`src/rtl/haz_detect_unit.sv`:
```
// Hazard classification ahead of the resolver FSM: an EX/MEM/WB destination scoreboard, a single outstanding branch
// tracker and a 2-bit predictor table. Optional HAZ_STATS_EN adds saturating stall and mispredict counters.
module haz_detect_unit #(
  parameter int REG_AW   = 3,
  parameter int PC_IDX_W = 2
) (
  input  logic                clk,
  input  logic                rst,
  input  logic                iss_valid,
  input  logic [REG_AW-1:0]   iss_src1,
  input  logic                iss_rs1_en,
  input  logic [REG_AW-1:0]   iss_src2,
  input  logic                iss_rs2_en,
  input  logic [REG_AW-1:0]   iss_dst,
  input  logic                iss_wr_en,
  input  logic                iss_is_load,
  input  logic                iss_is_mem,
  input  logic                iss_is_branch,
  input  logic [PC_IDX_W-1:0] iss_pc,
  input  logic                stall_i,
  input  logic                flush_i,
  input  logic                br_res_valid,
  input  logic                br_res_taken,
  output logic                data_o,
  output logic                fwrd_o,
  output logic                str_o,
  output logic                ctrl_o,
  output logic                crct_o,
  output logic                pred_taken_o
`ifdef HAZ_STATS_EN
  ,
  output logic [15:0]         stall_cnt_o,
  output logic [15:0]         mispred_cnt_o
`endif
);

  localparam logic [0:0] IDLE = 1'b0;
  localparam logic [0:0] PEND = 1'b1;
  localparam int NUM_CTR = 2 ** PC_IDX_W;

  typedef struct packed {
    logic              v;
    logic [REG_AW-1:0] dst;
    logic              ld;
    logic              mem;
  } sb_t;

  // Entry 0 = EX (S1), 1 = MEM (S2), 2 = WB (S3)
  sb_t  sb_reg [3];
  sb_t  sb_next;
  logic [2:0] match;

  logic accept;
  logic br_accept;
  logic resolve;

  logic [0:0]          br_state_reg, br_state_next;
  logic [PC_IDX_W-1:0] br_idx_reg, br_idx_next;
  logic                br_pred_reg, br_pred_next;
  logic [1:0]          ctr_reg [NUM_CTR];

  assign accept    = iss_valid & ~stall_i & ~flush_i;
  assign br_accept = accept & iss_is_branch;
  assign resolve   = (br_state_reg == PEND) & br_res_valid;

  always_comb begin
    sb_next     = '0;
    if (accept) begin
      sb_next.v   = iss_wr_en && (iss_dst != '0);
      sb_next.dst = iss_dst;
      sb_next.ld  = iss_is_load;
      sb_next.mem = iss_is_mem;
    end
  end

  generate
    for (genvar gi = 0; gi < 3; gi++) begin : g_match
      assign match[gi] = iss_valid & sb_reg[gi].v &
                         ((iss_rs1_en & (iss_src1 != '0) & (iss_src1 == sb_reg[gi].dst)) |
                          (iss_rs2_en & (iss_src2 != '0) & (iss_src2 == sb_reg[gi].dst)));
    end
  endgenerate

  always_ff @(posedge clk) begin
    if (rst) begin
      sb_reg[0] <= '0;
      sb_reg[1] <= '0;
      sb_reg[2] <= '0;
      data_o    <= 1'b0;
      fwrd_o    <= 1'b0;
      str_o     <= 1'b0;
    end else begin
      sb_reg[2] <= sb_reg[1];
      sb_reg[1] <= sb_reg[0];
      sb_reg[0] <= sb_next;
      data_o    <= |match;
      // A load still in EX cannot forward; it overrides any older forwardable match
      fwrd_o    <= (|match) & ~(match[0] & sb_reg[0].ld);
      str_o     <= iss_valid & sb_reg[1].mem;
    end
  end

  // A second branch arriving while one is pending is not tracked unless the pending one resolves this edge
  always_comb begin
    br_state_next = br_state_reg;
    br_idx_next   = br_idx_reg;
    br_pred_next  = br_pred_reg;
    if ((br_state_reg == IDLE) || br_res_valid) begin
      if (br_accept) begin
        br_state_next = PEND;
        br_idx_next   = iss_pc;
        br_pred_next  = ctr_reg[iss_pc][1];
      end else begin
        br_state_next = IDLE;
      end
    end
  end

  always_ff @(posedge clk) begin
    if (rst) begin
      br_state_reg <= IDLE;
      br_idx_reg   <= '0;
      br_pred_reg  <= 1'b0;
      crct_o       <= 1'b1;
    end else begin
      br_state_reg <= br_state_next;
      br_idx_reg   <= br_idx_next;
      br_pred_reg  <= br_pred_next;
      if (resolve) crct_o <= (br_res_taken == br_pred_reg);
    end
  end

  assign ctrl_o = (br_state_reg == PEND);

  generate
    for (genvar gi = 0; gi < NUM_CTR; gi++) begin : g_ctr
      always_ff @(posedge clk) begin
        if (rst) begin
          ctr_reg[gi] <= 2'b01;
        end else if (resolve && (br_idx_reg == gi[PC_IDX_W-1:0])) begin
          if (br_res_taken) begin
            if (ctr_reg[gi] != 2'b11) ctr_reg[gi] <= ctr_reg[gi] + 2'b01;
          end else begin
            if (ctr_reg[gi] != 2'b00) ctr_reg[gi] <= ctr_reg[gi] - 2'b01;
          end
        end
      end
    end
  endgenerate

  // Reads the registered counter, so a same-edge update is not visible yet
  assign pred_taken_o = ctr_reg[iss_pc][1];

`ifdef HAZ_STATS_EN
  always_ff @(posedge clk) begin
    if (rst) begin
      stall_cnt_o   <= '0;
      mispred_cnt_o <= '0;
    end else begin
      if (stall_i && (stall_cnt_o != 16'hFFFF)) stall_cnt_o <= stall_cnt_o + 16'd1;
      if (resolve && (br_res_taken != br_pred_reg) && (mispred_cnt_o != 16'hFFFF))
        mispred_cnt_o <= mispred_cnt_o + 16'd1;
    end
  end
`endif

endmodule
```
`config.mk`:
```
export PLATFORM = sky130hd
export DESIGN_NAME = haz_detect_unit
export DESIGN_NICKNAME = d
export VERILOG_FILES = /design/src/rtl/haz_detect_unit.sv
export SDC_FILE = /design/constraint.sdc
export NUM_CORES = 1
export LEC_CHECK = 0
export ABC_AREA = 1
export BUFFER_PORTS_ARGS = -buffer_cell sky130_fd_sc_hd__buf_2
export CAP_MARGIN = 20
export CORE_UTILIZATION = 55
export CTS_CLUSTER_DIAMETER = 50
export DETAILED_ROUTE_END_ITERATION = 7
export GPL_TIMING_DRIVEN = 0
export PLACE_DENSITY_LB_ADDON = 0.05
export SLEW_MARGIN = 40
export SYNTH_ARGS = -nofsm -noshare
export SYNTH_HDL_FRONTEND = slang
export SYNTH_SLANG_ARGS = --single-unit
```
`constraint.sdc`:
```
create_clock -name clk -period 1.44 [get_ports clk]
set_input_delay 0 -clock clk [delete_from_list [all_inputs] [get_ports clk]]
set_output_delay 0 -clock clk [all_outputs]
set_load 0.02 [all_outputs]
```
# Word level (Yosys, flattened, before mapping)
# Memories as Yosys holds them, arrays and structs flattened.
# Index checks and enable logic that the tools add are counted.
dict set report totals {
  n_memories 2
  ram_bits 26
  regBits 8
}
dict set report op_classes {
  n_eq_ne 14
  addsub 8
  bitwise_logic 39
  mux 56
  reduce_logical 16
}
# memory words word_bits read_ports rd_clocked_by_memory_dff write_ports line_no
set mem_list {}
lappend mem_list {sb_reg 3 6 3 0 3 49} ;# sb_t sb_reg [3];
lappend mem_list {ctr_reg 4 2 5 0 4 60} ;# logic [1:0] ctr_reg [NUM_CTR];
# cell n
set op_table {}
lappend op_table {{1-bit 2-to-1 mux} 44}
lappend op_table {{6-bit 2-to-1 mux} 4}
lappend op_table {{1-bit bitwise AND} 21}
lappend op_table {{3-bit == test} 6}
lappend op_table {{2-bit 2-to-1 mux} 8}
lappend op_table {{1-bit OR} 14}
lappend op_table {{3-bit nonzero test} 3}
lappend op_table {{2-bit by 1-bit adder with 2-bit output, second input constant} 4}
lappend op_table {{2-bit inequality test, second input constant} 4}
lappend op_table {{2-bit nonzero test} 4}
lappend op_table {{2-bit by 1-bit subtractor with 2-bit output, second input constant} 4}
lappend op_table {{1-bit logical AND} 5}
lappend op_table {{2-bit == test, second input constant} 2}
lappend op_table {{1-bit NOT} 4}
lappend op_table {{3-bit OR reduction} 1}
lappend op_table {{2-bit by 1-bit == test with 1-bit output, second input constant} 1}
lappend op_table {{2-bit logical NOT} 1}
lappend op_table {{2-bit AND reduction} 1}
lappend op_table {{1-bit == test} 1}
lappend op_table {{1-bit logical OR} 1}

# Logic depth before layout (Yosys ltp)
dict set report logic_depth {
  word_depth 8
  depth_mapped 10
  ltp_nobuf 10
}

# Least setup slack after synthesis
# OpenSTA, ideal clock, no wires.
dict set report synth_path {
  path_type {register to register}
  start {reg br_state_reg (netlist: ctrl_o)}
  end {mem ctr_reg[0][0] (enable)}
  path_buffers 0
  path_stages_with_launch 7
  arrival_time_ns 1.096
  setup_slack_ns 0.042
  period_less_slack_ns 1.398
  cell_sequence {dfxtp_1 -> nand2_2 -> nor3_2 -> inv_1 -> nor3_1 -> inv_1 -> nand3_1}
}
# item line_no
set synth_lines {}
lappend synth_lines {{from (decl)} 57} ;# logic [0:0] br_state_reg, br_state_next;
lappend synth_lines {{from (signal assigned)} 126} ;# br_state_reg <= br_state_next;
lappend synth_lines {{to (decl)} 60}

==> run_results.csv <==
group,metric,value,unit
logic_synthesis,synth_nets,275,
final_layout,largest_reg_flops,15,
worst_setup_path,end_kind,"flop",
worst_setup_path,cp_data_required_time,1.48,ns
cts,htree_levels,2,
timing,post-route-period-util,94.1,%
logic_synthesis,netlist_top_cells_area,"dfxtp_1 (27%), nand2_1 (15%), edfxtp_1 (14%), inv_1 (8.8%), nor2_1 (7.9%)",
final_layout,layout-drive-gt1-share,21.8,%
logic_synthesis,syn_area,1710,sq um
worst_setup_path,critPathArrivalTime,1.40,ns
pwr,vdd_drop_max,777,uV
placed_design,place_congestion,0.827,
drt,via_count,1579,
logic_synthesis,yosys_register_bits,31,
grt,grt_pass1_vias,1441,
timing,drv_slew,0,
floorplan,pin_count,30,
floorplan,die_y,57.8,um
drt,wirelength,3490,um
grt,grt-ovfl-total,0,
floorplan,start_util,60.0,%
logic_synthesis,synthCells,245,
timing,slew_headroom,66.1,%
final_layout,final_nets,322,
timing,skew,0.00855,ns
cts,cts_buffers,5,
logic_synthesis,yosysMostFrequentCell,"nand2_1",
job,drv_cap,0,
timing,fin_ws,0.0843,ns
final_layout,diodes,0,
drt,first_pass_iters,4,
cts,root_buffer,"clkbuf_4",
timing,setup_viol,0,
cts,clock-sinks,31,
logic_synthesis,yosysWarnings,0,
floorplan,die_x,57.8,um
floorplan,fp.coreArea,2850,sq um
timing,final_hold_viol_count,2,
drt,wire_per_inst,10.8,um
status,violations,"negative hold slack",
placed_design,io_buffers,28,
drt,ant_nets,0,
cts,path_clk_slew,0.10,ns
logic_synthesis,synth.distinct_cells,27,
pwr,leakagePower,1.03,nW
cts,clk_latency,0.34,ns
timing,hold_slack,-0.0179,ns
floorplan,die-area,3340,sq um
logic_synthesis,synth_seq_area_share,40.9,%
cts,cts_tree,"yes",
final_layout,fill_cells,241,
logic_synthesis,synth_area_per_cell,6.99,sq um
grt,track_usage,24.0,%
worst_setup_path,worst_setup_path_start_kind,"flop",
worst_setup_path,path_class,"reg -> reg",
grt,grt_max_degree,11,
status,status,"finished, violations left",
logic_synthesis,synthTopCellsByCount,"nand2_1 (68), inv_1 (40), nor2_1 (36)",
drt,drc,0,
timing,fmax,0.738,GHz
logic_synthesis,synth_edf_count,8,
logic_synthesis,synth_ff_type,"dfxtp_1",
timing,tightest_slew,0.509,ns
logic_synthesis,synth_top_area_share,26.9,%
drt,viasPerCell,4.87,
drt,drtIter0Drc,58,
final_layout,instances_no_fill,324,
final_layout,area_growth,23.8,%
logic_synthesis,synthArstFlopShare,0,%
worst_setup_path,path_max_fanout,3,
grt,antenna_found_initial,0,
cts,clockBufferDepth,2,
placed_design,pre_cts_slack,0.0626,ns
grt,grt_pass1_wl,5970,um
logic_synthesis,yosysTopAreaCell,"dfxtp_1",
final_layout,final_util,74.3,%
pwr,power_density,875,nW/um^2
timing,fin_crit,1.36,ns
placed_design,place.detailed.hpwl,2460,um
placed_design,dp.cells,304,
min_path,hold_path.class,"in -> reg",
floorplan,rows,19,
==> area by class of cell <==
cell class	count	area, sq um	share of cell area [%]
clock inverter	2	35.0	1.65
tap	31	38.8	1.83
inverter	48	180	8.50
multi-input combinational	164	841	39.7
buffer	2	11.3	0.531
timing repair buffer	40	260	12.3
clock buffer	6	51.3	2.42
sequential	31	702	33.1
==> cell usage in the layout (no fill, tap or decap), types with 3 or more instances in the layout <==
cell           Yosys  routed
inv_1             40      40
dlygate4sd3_1      0      11
o21ai_1            3       4
nand3_1           10       9
edfxtp_1           8       8
xnor2_1            3       3
dfxtp_1           23      22
o21ai_0           10       9
a21oi_1            7       6
nand2_1           68      68
nand2_2            4       4
nor2_1            36      36
clkbuf_4           0       5
buf_2              0      27
nor3_2             5       6
buf_4              1       3
ha_1               6       6
inv_2              7       7
==> worst max-delay path: stages (launching register included) <==
cell	delay [ns]
edfxtp_1	0.40
inv_1	0.06
ha_1	0.21
nor3_2	0.21
inv_1	0.08
nand3_1	0.11
==> routing by layer <==
layer | up-vias | GRT usage, % | wire (um) | share of wire, %
li1 | 842 | - | - | -
met4 | 0 | 11.9 | 69 | 2.0
met3 | 7 | 4.91 | 130 | 3.7
met1 | 693 | 27.3 | 1480 | 42
met5 | - | 0 | 0 | 0
met2 | 37 | 42.9 | 1810 | 52
==> per-stage QoR <==
stage	setup TNS [ns]	total power [mW]	area, sq um
2_1_floorplan	0	1.04	1710
3_3_place_gp	0	1.12	1890
3_5_place_dp	0	1.12	1890
4_1_cts	0	1.86	2090
5_1_grt	-0.0129	1.94	2120
6_report	0	1.85	2120
==> power by group <==
group / total, mW / switching (mW) / internal (mW) / leakage, nW
clock: 0.723 / 0.314 / 0.410 / 0.0482
combinational: 0.216 / 0.122 / 0.0943 / 0.730
sequential: 0.915 / 0.0103 / 0.905 / 0.255
total: 1.85 / 0.446 / 1.41 / 1.03
==> worst paths after layout <==
kind / from / end / slack, ns / cells after the start
worst min-delay path: iss_is_branch / br_idx_reg[0] / -0.02 / 3
worst min register to register: sb_reg[0][0] / sb_reg[0][6] / 0.41 / 2
worst max-delay path: ctr_reg[0][0] / ctr_reg[0][1] / 0.08 / 5
worst max register to register: ctr_reg[0][0] / ctr_reg[0][1] / 0.08 / 5
==> cell families after synthesis <==
| family | count (synthesis) | synth area share [%] |
|---|---|---|
| buf+inv | 50 | 11.2 |
| xor+xnor | 5 | 2.56 |
| simple gates | 129 | 33.1 |
| flops | 31 | 40.9 |
| compound gates | 24 | 7.82 |
| fa+ha+maj | 6 | 4.39 |
==> repair_timing <==
action / in CTS / in global routing
setup buffers: 0 / 1
hold buffers: 11 / 0
gates resized for setup: 0 / 7
endpoints found under the setup margin: 0 / 6
hold endpoints to repair: 11 / 0
No activity file was read; power rests on OpenSTA's default activity.
